[src/rtl/apb_rst_ctrl.sv]
// Reset controller: stretches watchdog/software reset requests into a synchronously
// released sys_rstn and keeps sticky reset-cause flags. Option macro: RSTC_WDG_IRQ_EN.
module apb_rst_ctrl #(
  parameter int unsigned RST_LEN_DEF = 200,
  parameter int unsigned SYNC_STAGES = 2,
  parameter logic [15:0] SW_KEY      = 16'hA5C3
) (
  input  logic        pclk,
  input  logic        presetn,
  input  logic        psel,
  input  logic        penable,
  input  logic [31:0] paddr,
  input  logic        pwrite,
  input  logic [31:0] pwdata,
  output logic [31:0] prdata,
  input  logic        wdg_rst,
  input  logic        wdg_int,
  output logic        sys_rstn,
  output logic        irq
);

  typedef enum logic [1:0] {HOLD, SYNC, RUN} state_t;

  localparam logic [15:0] LEN_DEF = 16'(RST_LEN_DEF);
  localparam logic [15:0] CNT_POR = 16'(RST_LEN_DEF - 1);
  localparam logic [15:0] SYNC_LD = 16'(SYNC_STAGES - 1);

  function automatic logic [3:0] wcnt_sat_inc(input logic [3:0] v);
    return (v == 4'hF) ? v : v + 4'd1;
  endfunction

  function automatic logic [15:0] len_to_cnt(input logic [15:0] len);
    return (len == 16'd0) ? 16'd0 : len - 16'd1;
  endfunction

  state_t      state_q;
  logic [15:0] cnt_q;
  logic        sys_rstn_q;
  logic [15:0] len_q;
  logic        porf_q, wdgf_q, swf_q;
  logic [3:0]  wcnt_q;

  logic        wr, rd, wr_rcr, wr_rsr;
  logic        sw_req, in_run, wdg_evt, sw_evt, trig;
  logic [15:0] len_new;
  logic [3:0]  wcnt_base;
  logic [31:0] rdata, isr_rdata;

  assign wr      = psel & pwrite;
  assign rd      = psel & ~pwrite;
  assign wr_rcr  = wr & (paddr[3:2] == 2'b00);
  assign wr_rsr  = wr & (paddr[3:2] == 2'b01);
  assign sw_req  = wr_rcr & (pwdata[31:16] == SW_KEY);
  assign in_run  = (state_q == RUN);
  assign wdg_evt = in_run & wdg_rst;
  assign sw_evt  = in_run & sw_req;
  assign trig    = wdg_evt | sw_evt;
  // A key write that also carries a new LEN must use that LEN for its own sequence.
  assign len_new = wr_rcr ? pwdata[15:0] : len_q;
  assign wcnt_base = (wr_rsr & pwdata[3]) ? 4'd0 : wcnt_q;

  always_ff @(posedge pclk or negedge presetn) begin
    if (!presetn) begin
      state_q    <= HOLD;
      cnt_q      <= CNT_POR;
      sys_rstn_q <= 1'b0;
    end else begin
      case (state_q)
        RUN: begin
          if (trig) begin
            state_q    <= HOLD;
            cnt_q      <= len_to_cnt(len_new);
            sys_rstn_q <= 1'b0;
          end
        end
        HOLD: begin
          if (cnt_q == 16'd0) begin
            state_q <= SYNC;
            cnt_q   <= SYNC_LD;
          end else begin
            cnt_q <= cnt_q - 16'd1;
          end
        end
        SYNC: begin
          if (cnt_q == 16'd0) begin
            state_q    <= RUN;
            sys_rstn_q <= 1'b1;
          end else begin
            cnt_q <= cnt_q - 16'd1;
          end
        end
        default: begin
          state_q    <= HOLD;
          cnt_q      <= CNT_POR;
          sys_rstn_q <= 1'b0;
        end
      endcase
    end
  end

  // Cause flags: set events take priority over write-one-to-clear on the same edge.
  always_ff @(posedge pclk or negedge presetn) begin
    if (!presetn) begin
      len_q  <= LEN_DEF;
      porf_q <= 1'b1;
      wdgf_q <= 1'b0;
      swf_q  <= 1'b0;
      wcnt_q <= 4'd0;
    end else begin
      if (wr_rcr) len_q <= pwdata[15:0];
      porf_q <= porf_q & ~(wr_rsr & pwdata[0]);
      wdgf_q <= wdg_evt | (wdgf_q & ~(wr_rsr & pwdata[1]));
      swf_q  <= sw_evt  | (swf_q  & ~(wr_rsr & pwdata[2]));
      wcnt_q <= wdg_evt ? wcnt_sat_inc(wcnt_base) : wcnt_base;
    end
  end

`ifdef RSTC_WDG_IRQ_EN
  logic wr_isr;
  logic wint_q, wif_q, wie_q, irq_q;
  logic wif_d, wie_d;

  assign wr_isr = wr & (paddr[3:2] == 2'b10);

  always_comb begin
    wif_d = wif_q;
    if (wr_isr & pwdata[0]) wif_d = 1'b0;
    if (trig)               wif_d = 1'b0;
    if (wdg_int & ~wint_q)  wif_d = 1'b1;
    wie_d = wr_isr ? pwdata[1] : wie_q;
  end

  always_ff @(posedge pclk or negedge presetn) begin
    if (!presetn) begin
      wint_q <= 1'b0;
      wif_q  <= 1'b0;
      wie_q  <= 1'b0;
      irq_q  <= 1'b0;
    end else begin
      wint_q <= wdg_int;
      wif_q  <= wif_d;
      wie_q  <= wie_d;
      irq_q  <= wif_d & wie_d;
    end
  end

  assign irq       = irq_q;
  assign isr_rdata = {30'd0, wie_q, wif_q};

  logic unused_ok;
  assign unused_ok = ^{penable, paddr[31:4], paddr[1:0]};
`else
  assign irq       = 1'b0;
  assign isr_rdata = 32'd0;

  logic unused_ok;
  assign unused_ok = ^{penable, paddr[31:4], paddr[1:0], wdg_int};
`endif

  always_comb begin
    rdata = 32'd0;
    if (rd) begin
      case (paddr[3:2])
        2'b00:   rdata = {16'd0, len_q};
        2'b01:   rdata = {24'd0, wcnt_q, 1'b0, swf_q, wdgf_q, porf_q};
        2'b10:   rdata = isr_rdata;
        default: rdata = 32'd0;
      endcase
    end
  end

  assign prdata   = presetn ? rdata : 32'd0;
  assign sys_rstn = sys_rstn_q;

endmodule

[config.mk]
export PLATFORM = sky130hd
export DESIGN_NAME = apb_rst_ctrl
export DESIGN_NICKNAME = d
export VERILOG_FILES = /design/src/rtl/apb_rst_ctrl.sv
export SDC_FILE = /design/constraint.sdc
export NUM_CORES = 1
export LEC_CHECK = 0
export ABC_CLOCK_PERIOD_IN_PS = 3800
export BUFFER_PORTS_ARGS = -buffer_cell sky130_fd_sc_hd__clkbuf_2
export CAP_MARGIN = 20
export CORE_MARGIN = 5
export CORE_UTILIZATION = 50
export CTS_CLUSTER_SIZE = 40
export DETAILED_ROUTE_END_ITERATION = 7
export GPL_ROUTABILITY_DRIVEN = 0
export PLACE_DENSITY = 0.84
export SYNTH_ARGS = -nofsm -noshare
export SYNTH_HDL_FRONTEND = slang
export SYNTH_SLANG_ARGS = --single-unit
export TNS_END_PERCENT = 100
[constraint.sdc]
create_clock -name pclk -period 3.8 [get_ports pclk]
set_input_delay 0.19 -clock pclk [delete_from_list [all_inputs] [get_ports pclk]]
set_output_delay 0.19 -clock pclk [all_outputs]
set_load 0.03 [all_outputs]
==> results of run 1 <==
flip-flops by register name (all words and copies together), names as in the netlist:
name,cells
swf_q,1
wcnt_q,4
len_q,16
porf_q,1
sys_rstn,1
state_q,2
wdgf_q,1
cnt_q,16
layout by cell type (no fill, tap or decap), types with 11 or more instances in the layout:
cell / n
nand2_1: 48
nor2_1: 25
conb_1: 17
clkbuf_2: 55
dfrtp_1: 33
o21ai_0: 14
mux2i_1: 11
a21oi_1: 15
nor4_1: 14
nor3_1: 14
nand3_1: 13
and2_1: 13
layout make-up:
| cell class | count | area, um^2 |
|---|---|---|
| inverters | 7 | 26.3 |
| well taps | 75 | 93.8 |
| flip-flops and latches | 42 | 1060 |
| multi-input cells | 295 | 1850 |
| fillers | 531 | 2510 |
| clock inverters | 3 | 45.0 |
| clock buffers | 5 | 68.8 |
| repair buffers | 58 | 298 |
cells by family (layout without fill, tap and decap cells):
kind of cell	after synthesis	count (layout)	share of synthesized area [%]
buffers and inverters	40	73	7.27
XOR/XNOR	12	12	3.41
AO/OA/AOI/OAI	75	75	17.4
AND/OR/NAND/NOR	169	169	29.5
flip-flops	42	42	34.5
other	1	17	0.122
multiplexers	17	17	5.77
adder cells (fa/ha/maj)	5	5	2.03
worst max path at each step:
stage | from | end | slack (ps) | cells past startpoint
after detailed placement | paddr[2] | cnt_q[11] | 920 | 10
final | paddr[2] | cnt_q[12] | 1170 | 10
after global placement | paddr[2] | cnt_q[11] | 970 | 10
after CTS | cnt_q[0] | cnt_q[2] | 1200 | 7
after floorplan | paddr[2] | cnt_q[15] | 1110 | 12
after global routing | paddr[2] | cnt_q[13] | 980 | 10
routing by layer:
layer | share of wire [%] | global-route usage, % | up-vias
met5 | 0 | 0 | -
met4 | 4.5 | 12.4 | 0
met3 | 8.2 | 5.12 | 28
met2 | 45 | 33.3 | 154
met1 | 42 | 28.2 | 1432
li1 | - | - | 1401
stage by stage:
step / setup WS, ps / hold slack (ps) / instances / utilization [%]
final: 1170 / 18.7 / 485 / 57.9
after global routing: 983 / 80.3 / 485 / 57.9
after CTS: 1200 / 50.7 / 485 / 57.9
after detailed placement: 924 / 393 / 477 / 56.0
after global placement: 969 / 399 / 477 / 56.0
after floorplan: 1110 / -106 / 377 / -
power by group:
group / switching [W] / total, W / leakage, nW / internal [W]
registers: 0.000129 / 0.000706 / 0.511 / 0.000577
clock network: 0.000170 / 0.000366 / 0.0504 / 0.000195
logic: 0.000271 / 0.000486 / 0.978 / 0.000215
worst max-delay path, cell delays in order:
cell      delay (ps)
clkbuf_2         210
and4bb_2         700
nand2_1           90
and2_1           180
ha_1             200
nor2b_1          130
nand4_1           80
a22o_1           280
nand3_1          430
o211ai_1         360
==> results.yml, run 1 <==
synth:
  synthDominantAreaCellType: "dfrtp_1"
  synth.top_cells.by_area: "dfrtp_1 27%, dfstp_2 7.7%, nand2_1 5.9%, buf_4 4.4%, mux2i_1 3.6%"
  yosys_register_bits: 42
  post_synth.cell_area_avg_um2: 8.53
  mappedNetlistArea_um2: 3080
  ys.flop_type: "dfrtp_1"
  synth-edff-count: 0
  yosysWarnings: 0
  postSynth.asyncResetShare_pct: 100
  post-synth-top-count-cell: "nand2_1"
  post_synth_inst_count: 361
  synth_top_area_share_pct: 26.8
  library_cells_used_by_synthesis: 61
  part_of_the_yosys_area_used_for_sequential_elements_pct: 34.5
  synth_commonest_cells: "48 x nand2_1, 33 x dfrtp_1, 25 x nor2_1"
sta:
  worstMarginPinSlew_ps: 634
  grt_setup_unrepaired: "no"
  timing.final.hold_violations: 0
  period_share_pct: 69.1
  slew_headroom_pct: 57.4
  final_period_minus_worst_setup_slack_ps: 2630
  finalClockSkew_ps: 13.7
  totalNegativeSetupSlack_ps: 0
  finalMaxSlewViolations: 0
  setup_violations: 0
  max_freq_mhz: 381
clock_network:
  cts_sinks: 42
  tritoncts.num_buffers: 5
  h-tree-depth: 2
  clock_tree.root_cell: "clkbuf_8"
  clkTransAtPathRegs_ps: 90
  postCtsSetupRepairBufs: 0
  clk_path_buf_depth: 2
  cts_tree: "built"
  cts.repair.resized: 0
  quantity_of_hold_fixing_buffers_added_after_cts: 0
  clock_latency_ps: 320
finish:
  final_design_area_no_fill_um2: 3450
  drive_gt1_share_pct: 21.5
  finalNetCount: 485
  synthToLayoutAreaGrowth_pct: 11.9
  antenna_cells_inserted: 0
run:
  cap_violations: 0
route:
  drt-wirelength-per-cell_um: 16.9
  num_vias: 3015
  drt_drc_violations_left: 0
  antenna_left: 0
  drt_wl_total_mm: 8.21
  drt_first_pass_iters: 5
  via_per_inst: 6.22
  initialDrtViolationCount: 164
pwr:
  design_power_total_w: 0.00156
  irDropWorstVdd_v: 0.000200
  total_leakage_power_nw: 1.54
  power-per-cell-area_nw_per_um2: 452
die:
  die-height_um: 88.5
  core_area_um2: 5960
  start_util_pct: 51.7
  i_o_pin_count: 105
  die_area_um2: 7830
  row_count: 28
  die-width_um: 88.5
setup_path:
  worst_r2r_startpoint: "cnt_q[0]"
  critPathArrivalTime_ps: 2850
  crit_path_start_kind: "primary input"
  crit_fanout: 24
  worst_setup_path_end_kind: "flop"
  cp_data_required_time_ps: 4020
  worst-r2r-setup-slack_ps: 1180
  r2r_end: "cnt_q[2]"
  criticalPathCategory: "in2reg"
  reg2regPathDepth: 7
global_route:
  number_of_global_route_vias_before_repair: 2824
  gr-usage-all-layers_pct: 21.8
  number_of_antenna_violations_at_the_first_check_in_global_routing: 0
  total_overflow_reported_by_the_global_router: 0
  grt_first_pass_wirelength_mm: 13.3
  largest_net_degree_at_the_start_of_global_routing: 43
min_path:
  worst_hold_path_type: "in2async"
placed_design:
  io_buf_count: 55
  dp_hpwl_mm: 6.09
  post_dp_cell_area_um2: 3330
outcome:
  outcome: "completed"
Power figures use the tool's default switching activity.
==> run 2: changes to the inputs <==
ABC_CLOCK_PERIOD_IN_PS = 2700   (was 3800)
clock period = 2.7 ns   (was 3.8 ns; I/O delays follow)
==> run 2 against run 1 <==
The flow now finishes with violations (hold timing). First-iteration DRC count rose by 98%. Flip-flop and latch count did not move. Core utilization rose by 0.38 points. Count of clock-buffer cells in the layout rose by 2. Non-clock buffer count rose by 6. Critical endpoint is now cnt_q[1].
==> results.yml, run 2 (synthesis gave the netlist of run 1 again) <==
die:
  i_o_pin_count: 105
  core_area_um2: 5960
  die-width_um: 88.5
  die-height_um: 88.5
  start_util_pct: 51.7
  die_area_um2: 7830
  row_count: 28
sta:
  finalMaxSlewViolations: 0
  period_share_pct: 88.1
  worstMarginPinSlew_ps: 565
  grt_setup_unrepaired: "no"
  final.hold.worst_slack_ps: -14.4
  setup_violations: 0
  finalClockSkew_ps: 7.69
  timing.final.hold_violations: 12
  slew_headroom_pct: 62.0
  final_period_minus_worst_setup_slack_ps: 2380
  max_freq_mhz: 420
  totalNegativeSetupSlack_ps: 0
pwr:
  internal_power_w: 0.00133
  total_switching_power_w: 0.000792
  total_leakage_power_nw: 1.57
  sw_frac_of_total_pct: 37.4
  power_frac_seq_pct: 47.1
  comb_power_share_pct: 32.7
  irDropWorstVdd_v: 0.000258
  power-per-cell-area_nw_per_um2: 611
  clock_power_share_pct: 20.3
finish:
  final_design_area_no_fill_um2: 3470
  drive_gt1_share_pct: 22.4
  n_fill_cell: 557
  layout_commonest_cell: "clkbuf_2"
  layout_common_cells: "55 x clkbuf_2, 48 x nand2_1, 33 x dfrtp_1"
  synthToLayoutAreaGrowth_pct: 12.7
  antenna_cells_inserted: 0
  biggestRegsByFlops: "cnt_q: 16 flops, len_q: 16 flops, wcnt_q: 4 flops"
  finalNetCount: 491
setup_path:
  cp_data_required_time_ps: 2940
  worst-r2r-setup-slack_ps: 320
  criticalPathCategory: "reg2reg"
  reg2regPathDepth: 7
  worst_setup_path_end_kind: "flop"
  worst_r2r_startpoint: "cnt_q[0]"
  crit_path_start_kind: "flop"
  critPathArrivalTime_ps: 2620
  crit_fanout: 10
  r2r_end: "cnt_q[1]"
global_route:
  number_of_global_route_vias_before_repair: 2904
  gr-usage-all-layers_pct: 22.2
  number_of_antenna_violations_at_the_first_check_in_global_routing: 0
  grt_first_pass_wirelength_mm: 13.6
  largest_net_degree_at_the_start_of_global_routing: 43
  total_overflow_reported_by_the_global_router: 0
clock_network:
  clock_latency_ps: 300
  quantity_of_hold_fixing_buffers_added_after_cts: 0
  clk_path_buf_depth: 2
  cts_sinks: 42
  cts.repair.resized: 0
  clkTransAtPathRegs_ps: 80
  tritoncts.num_buffers: 5
  postCtsSetupRepairBufs: 0
  h-tree-depth: 2
  cts_tree: "built"
  clock_tree.root_cell: "clkbuf_8"
placed_design:
  io_buf_count: 55
  dp_hpwl_mm: 6.27
  post_dp_cell_area_um2: 3380
route:
  drt_wl_total_mm: 8.33
  initialDrtViolationCount: 324
  drt-wirelength-per-cell_um: 17.0
  via_per_inst: 6.17
  drt_first_pass_iters: 5
  antenna_left: 0
  drt_drc_violations_left: 0
  num_vias: 3029
outcome:
  outcome: "complete, but fails checks"
  violations_in_the_final_reports: "hold timing"
run:
  cap_violations: 0
min_path:
  worst_hold_path_type: "in2async"
[run 2: power by group through the flow]
stage | combinational (W) | clock (W) | sequential, W
floorplan | 0.000568 | 0 | 0.000926
global placement | 0.000655 | 0 | 0.000985
detailed placement | 0.000682 | 0 | 0.00100
CTS | 0.000686 | 0.000434 | 0.000990
global route | 0.000778 | 0.000461 | 0.00102
finish | 0.000693 | 0.000430 | 0.000998
[run 2: how the worst max path moves through the flow]
| stage | startpoint | to | slack [ps] | cells past startpoint |
|---|---|---|---|---|
| CTS | cnt_q[0] | cnt_q[2] | 330 | 7 |
| global route | cnt_q[0] | cnt_q[6] | 90 | 7 |
| global placement | paddr[2] | cnt_q[2] | 380 | 10 |
| detailed placement | cnt_q[0] | cnt_q[2] | 340 | 7 |
| floorplan | paddr[2] | cnt_q[15] | 70 | 12 |
| finish | cnt_q[0] | cnt_q[1] | 320 | 7 |
[run 2: layer usage]
layer | vias to the layer above | track usage (%) | routed length, um
met5 | - | 0 | 0
met4 | 0 | 8.79 | 214
met3 | 19 | 4.19 | 625
met2 | 147 | 37.0 | 3990
met1 | 1451 | 28.5 | 3500
li1 | 1412 | - | -
[run 2: area by class of cell]
| class | count | area [um^2] | area share (%) |
|---|---|---|---|
| multi-input combinational | 295 | 1850 | 53.4 |
| sequential | 42 | 1060 | 30.6 |
| timing repair buffer | 64 | 343 | 9.88 |
| tap | 75 | 93.8 | 2.70 |
| clock buffer | 7 | 86.3 | 2.49 |
| inverter | 7 | 26.3 | 0.757 |
| clock inverter | 1 | 5.00 | 0.144 |
[run 2: through the flow]
step / hold WS (ps) / util [%] / power [W] / setup slack (ps) / std cells
final: -14.4 / 58.3 / 0.00212 / 321 / 491
after global routing: 39.8 / 58.3 / 0.00226 / 94.4 / 491
after CTS: 19.2 / 58.3 / 0.00211 / 332 / 491
after detailed placement: 341 / 56.7 / 0.00168 / 337 / 483
after global placement: 344 / 56.7 / 0.00164 / 379 / 483
after floorplan: -161 / - / 0.00149 / 68.6 / 377
[run 2: critical path: stages (launching register included)]
cell and delay (ps):
dfstp_2 380, inv_1 120, ha_1 150, or4b_1 580, o41a_1 490, buf_4 190, a21oi_1 200, a2bb2oi_1 190
==> run 3: changes to the inputs <==
ABC_CLOCK_PERIOD_IN_PS = 2900   (was 2700)
clock period = 2.9 ns   (was 2.7 ns; I/O delays follow)
==> run 3 against run 2 <==
The flow still finishes with violations (hold timing). Global-route usage down 0.099 points. Wire length down 1.0%. Count of clock-buffer cells in the layout down 2. Critical path type unchanged. Worst setup slack better by 170 ps.
==> results.yml, run 3 (synthesis gave the netlist of run 1 again) <==
sta:
  period_share_pct: 83.2
  finalClockSkew_ps: 14.3
  totalNegativeSetupSlack_ps: 0
  grt_setup_unrepaired: "no"
  max_freq_mhz: 414
  final_period_minus_worst_setup_slack_ps: 2410
  worstMarginPinSlew_ps: 589
  setup_violations: 0
  finalMaxSlewViolations: 0
  timing.final.hold_violations: 2
  slew_headroom_pct: 60.4
  layout_setup_ws_ps: 486
  final.hold.worst_slack_ps: -0.410
route:
  antenna_left: 0
  initialDrtViolationCount: 242
  num_vias: 2969
  drt_wl_total_mm: 8.24
  drt_drc_violations_left: 0
  drt_first_pass_iters: 5
  drt-wirelength-per-cell_um: 16.9
  via_per_inst: 6.07
pwr:
  irDropWorstVdd_v: 0.000223
  total_leakage_power_nw: 1.57
  power-per-cell-area_nw_per_um2: 584
placed_design:
  post_dp_cell_area_um2: 3360
  dpl_worst_slack_ps: 502
  place_inst: 481
  dp_hpwl_mm: 6.20
  io_buf_count: 55
finish:
  drive_gt1_share_pct: 22.2
  final_design_area_no_fill_um2: 3470
  layout_common_cells: "55 x clkbuf_2, 48 x nand2_1, 33 x dfrtp_1"
  postLayoutCoreUtil_pct: 58.3
  finalNetCount: 489
  n_fill_cell: 526
  antenna_cells_inserted: 0
  synthToLayoutAreaGrowth_pct: 12.8
  biggestRegsByFlops: "cnt_q: 16 flops, len_q: 16 flops, wcnt_q: 4 flops"
  instances_no_fill: 489
  layout_commonest_cell: "clkbuf_2"
clock_network:
  tritoncts.num_buffers: 5
  cts.repair.resized: 0
  clock_tree.root_cell: "clkbuf_8"
  cts_sinks: 42
  cts_tree: "built"
  h-tree-depth: 2
  clock_latency_ps: 310
  clkTransAtPathRegs_ps: 90
  quantity_of_hold_fixing_buffers_added_after_cts: 0
  postCtsSetupRepairBufs: 0
  clk_path_buf_depth: 2
die:
  core_area_um2: 5960
  die_area_um2: 7830
  die-height_um: 88.5
  row_count: 28
  start_util_pct: 51.7
  i_o_pin_count: 105
  die-width_um: 88.5
setup_path:
  crit_path_start_kind: "flop"
  criticalPathCategory: "reg2reg"
  worst_r2r_startpoint: "cnt_q[0]"
  crit_start: "cnt_q[0]"
  crit_fanout: 5
  worst_setup_path_end_kind: "flop"
  cp_data_required_time_ps: 3120
  critPathArrivalTime_ps: 2640
global_route:
  number_of_antenna_violations_at_the_first_check_in_global_routing: 0
  gr-usage-all-layers_pct: 22.1
  total_overflow_reported_by_the_global_router: 0
  largest_net_degree_at_the_start_of_global_routing: 43
  grt_first_pass_wirelength_mm: 13.6
  number_of_global_route_vias_before_repair: 2821
outcome:
  outcome: "complete, but fails checks"
  violations_in_the_final_reports: "hold timing"
run:
  cap_violations: 0
min_path:
  worst_hold_path_type: "in2async"
## run 3: changes by cell type in the layout (fill, tap and decap cells not counted), sizes merged
cell    previous run  this run
buf                9         7
clkbuf            62        60
bufinv             0         1
clkinv             1         2
## run 3: path summary, 6_finish.rpt
check	end	slack (ps)	depth (start not counted)
setup reg to reg	cnt_q[2]	490	7
min in group pclk	porf_q	90	2
setup / recovery	cnt_q[2]	490	7
hold reg to reg	wdgf_q	490	2
hold / removal	cnt_q[14]	-0.4	2
max in group asynchronous	cnt_q[2]	2510	2
## run 3: power by group
group / leakage, nW / internal, W / switching (W)
combinational: 0.998 / 0.000284 / 0.000354
clock: 0.0579 / 0.000254 / 0.000212
sequential: 0.511 / 0.000756 / 0.000166
total: 1.57 / 0.00129 / 0.000733
## run 3: layer usage
| layer | GRT usage (%) | share of wire [%] | wire (um) | vias up |
|---|---|---|---|---|
| li1 | - | - | - | 1415 |
| met1 | 29.0 | 43 | 3510 | 1386 |
| met2 | 36.2 | 48 | 3950 | 151 |
| met3 | 4.47 | 6.9 | 571 | 17 |
| met4 | 8.10 | 2.5 | 207 | 0 |
| met5 | 0 | 0 | 0 | - |
## run 3: per-stage QoR
step           total power, W  hold slack, ps
2_1_floorplan         0.00139            -151
3_3_place_gp          0.00152             351
3_5_place_dp          0.00156             360
4_1_cts               0.00202            28.1
5_1_grt               0.00217            33.0
6_report              0.00203          -0.410
## run 3: area by class of cell
type | instances | area (um^2) | share of cell area, %
repair buffers | 62 | 328 | 9.44
well taps | 75 | 93.8 | 2.70
clock inverters | 3 | 40.0 | 1.15
multi-input cells | 295 | 1850 | 53.4
inverters | 7 | 26.3 | 0.757
flip-flops and latches | 42 | 1060 | 30.6
clock buffers | 5 | 68.8 | 1.98
## run 3: worst max-delay path: stages, from the launching register on
cell and delay (ps):
dfstp_2 380, inv_1 130, ha_1 170, or4b_1 570
o41a_1 500, nor2_2 180, a21oi_1 60, o32a_1 340
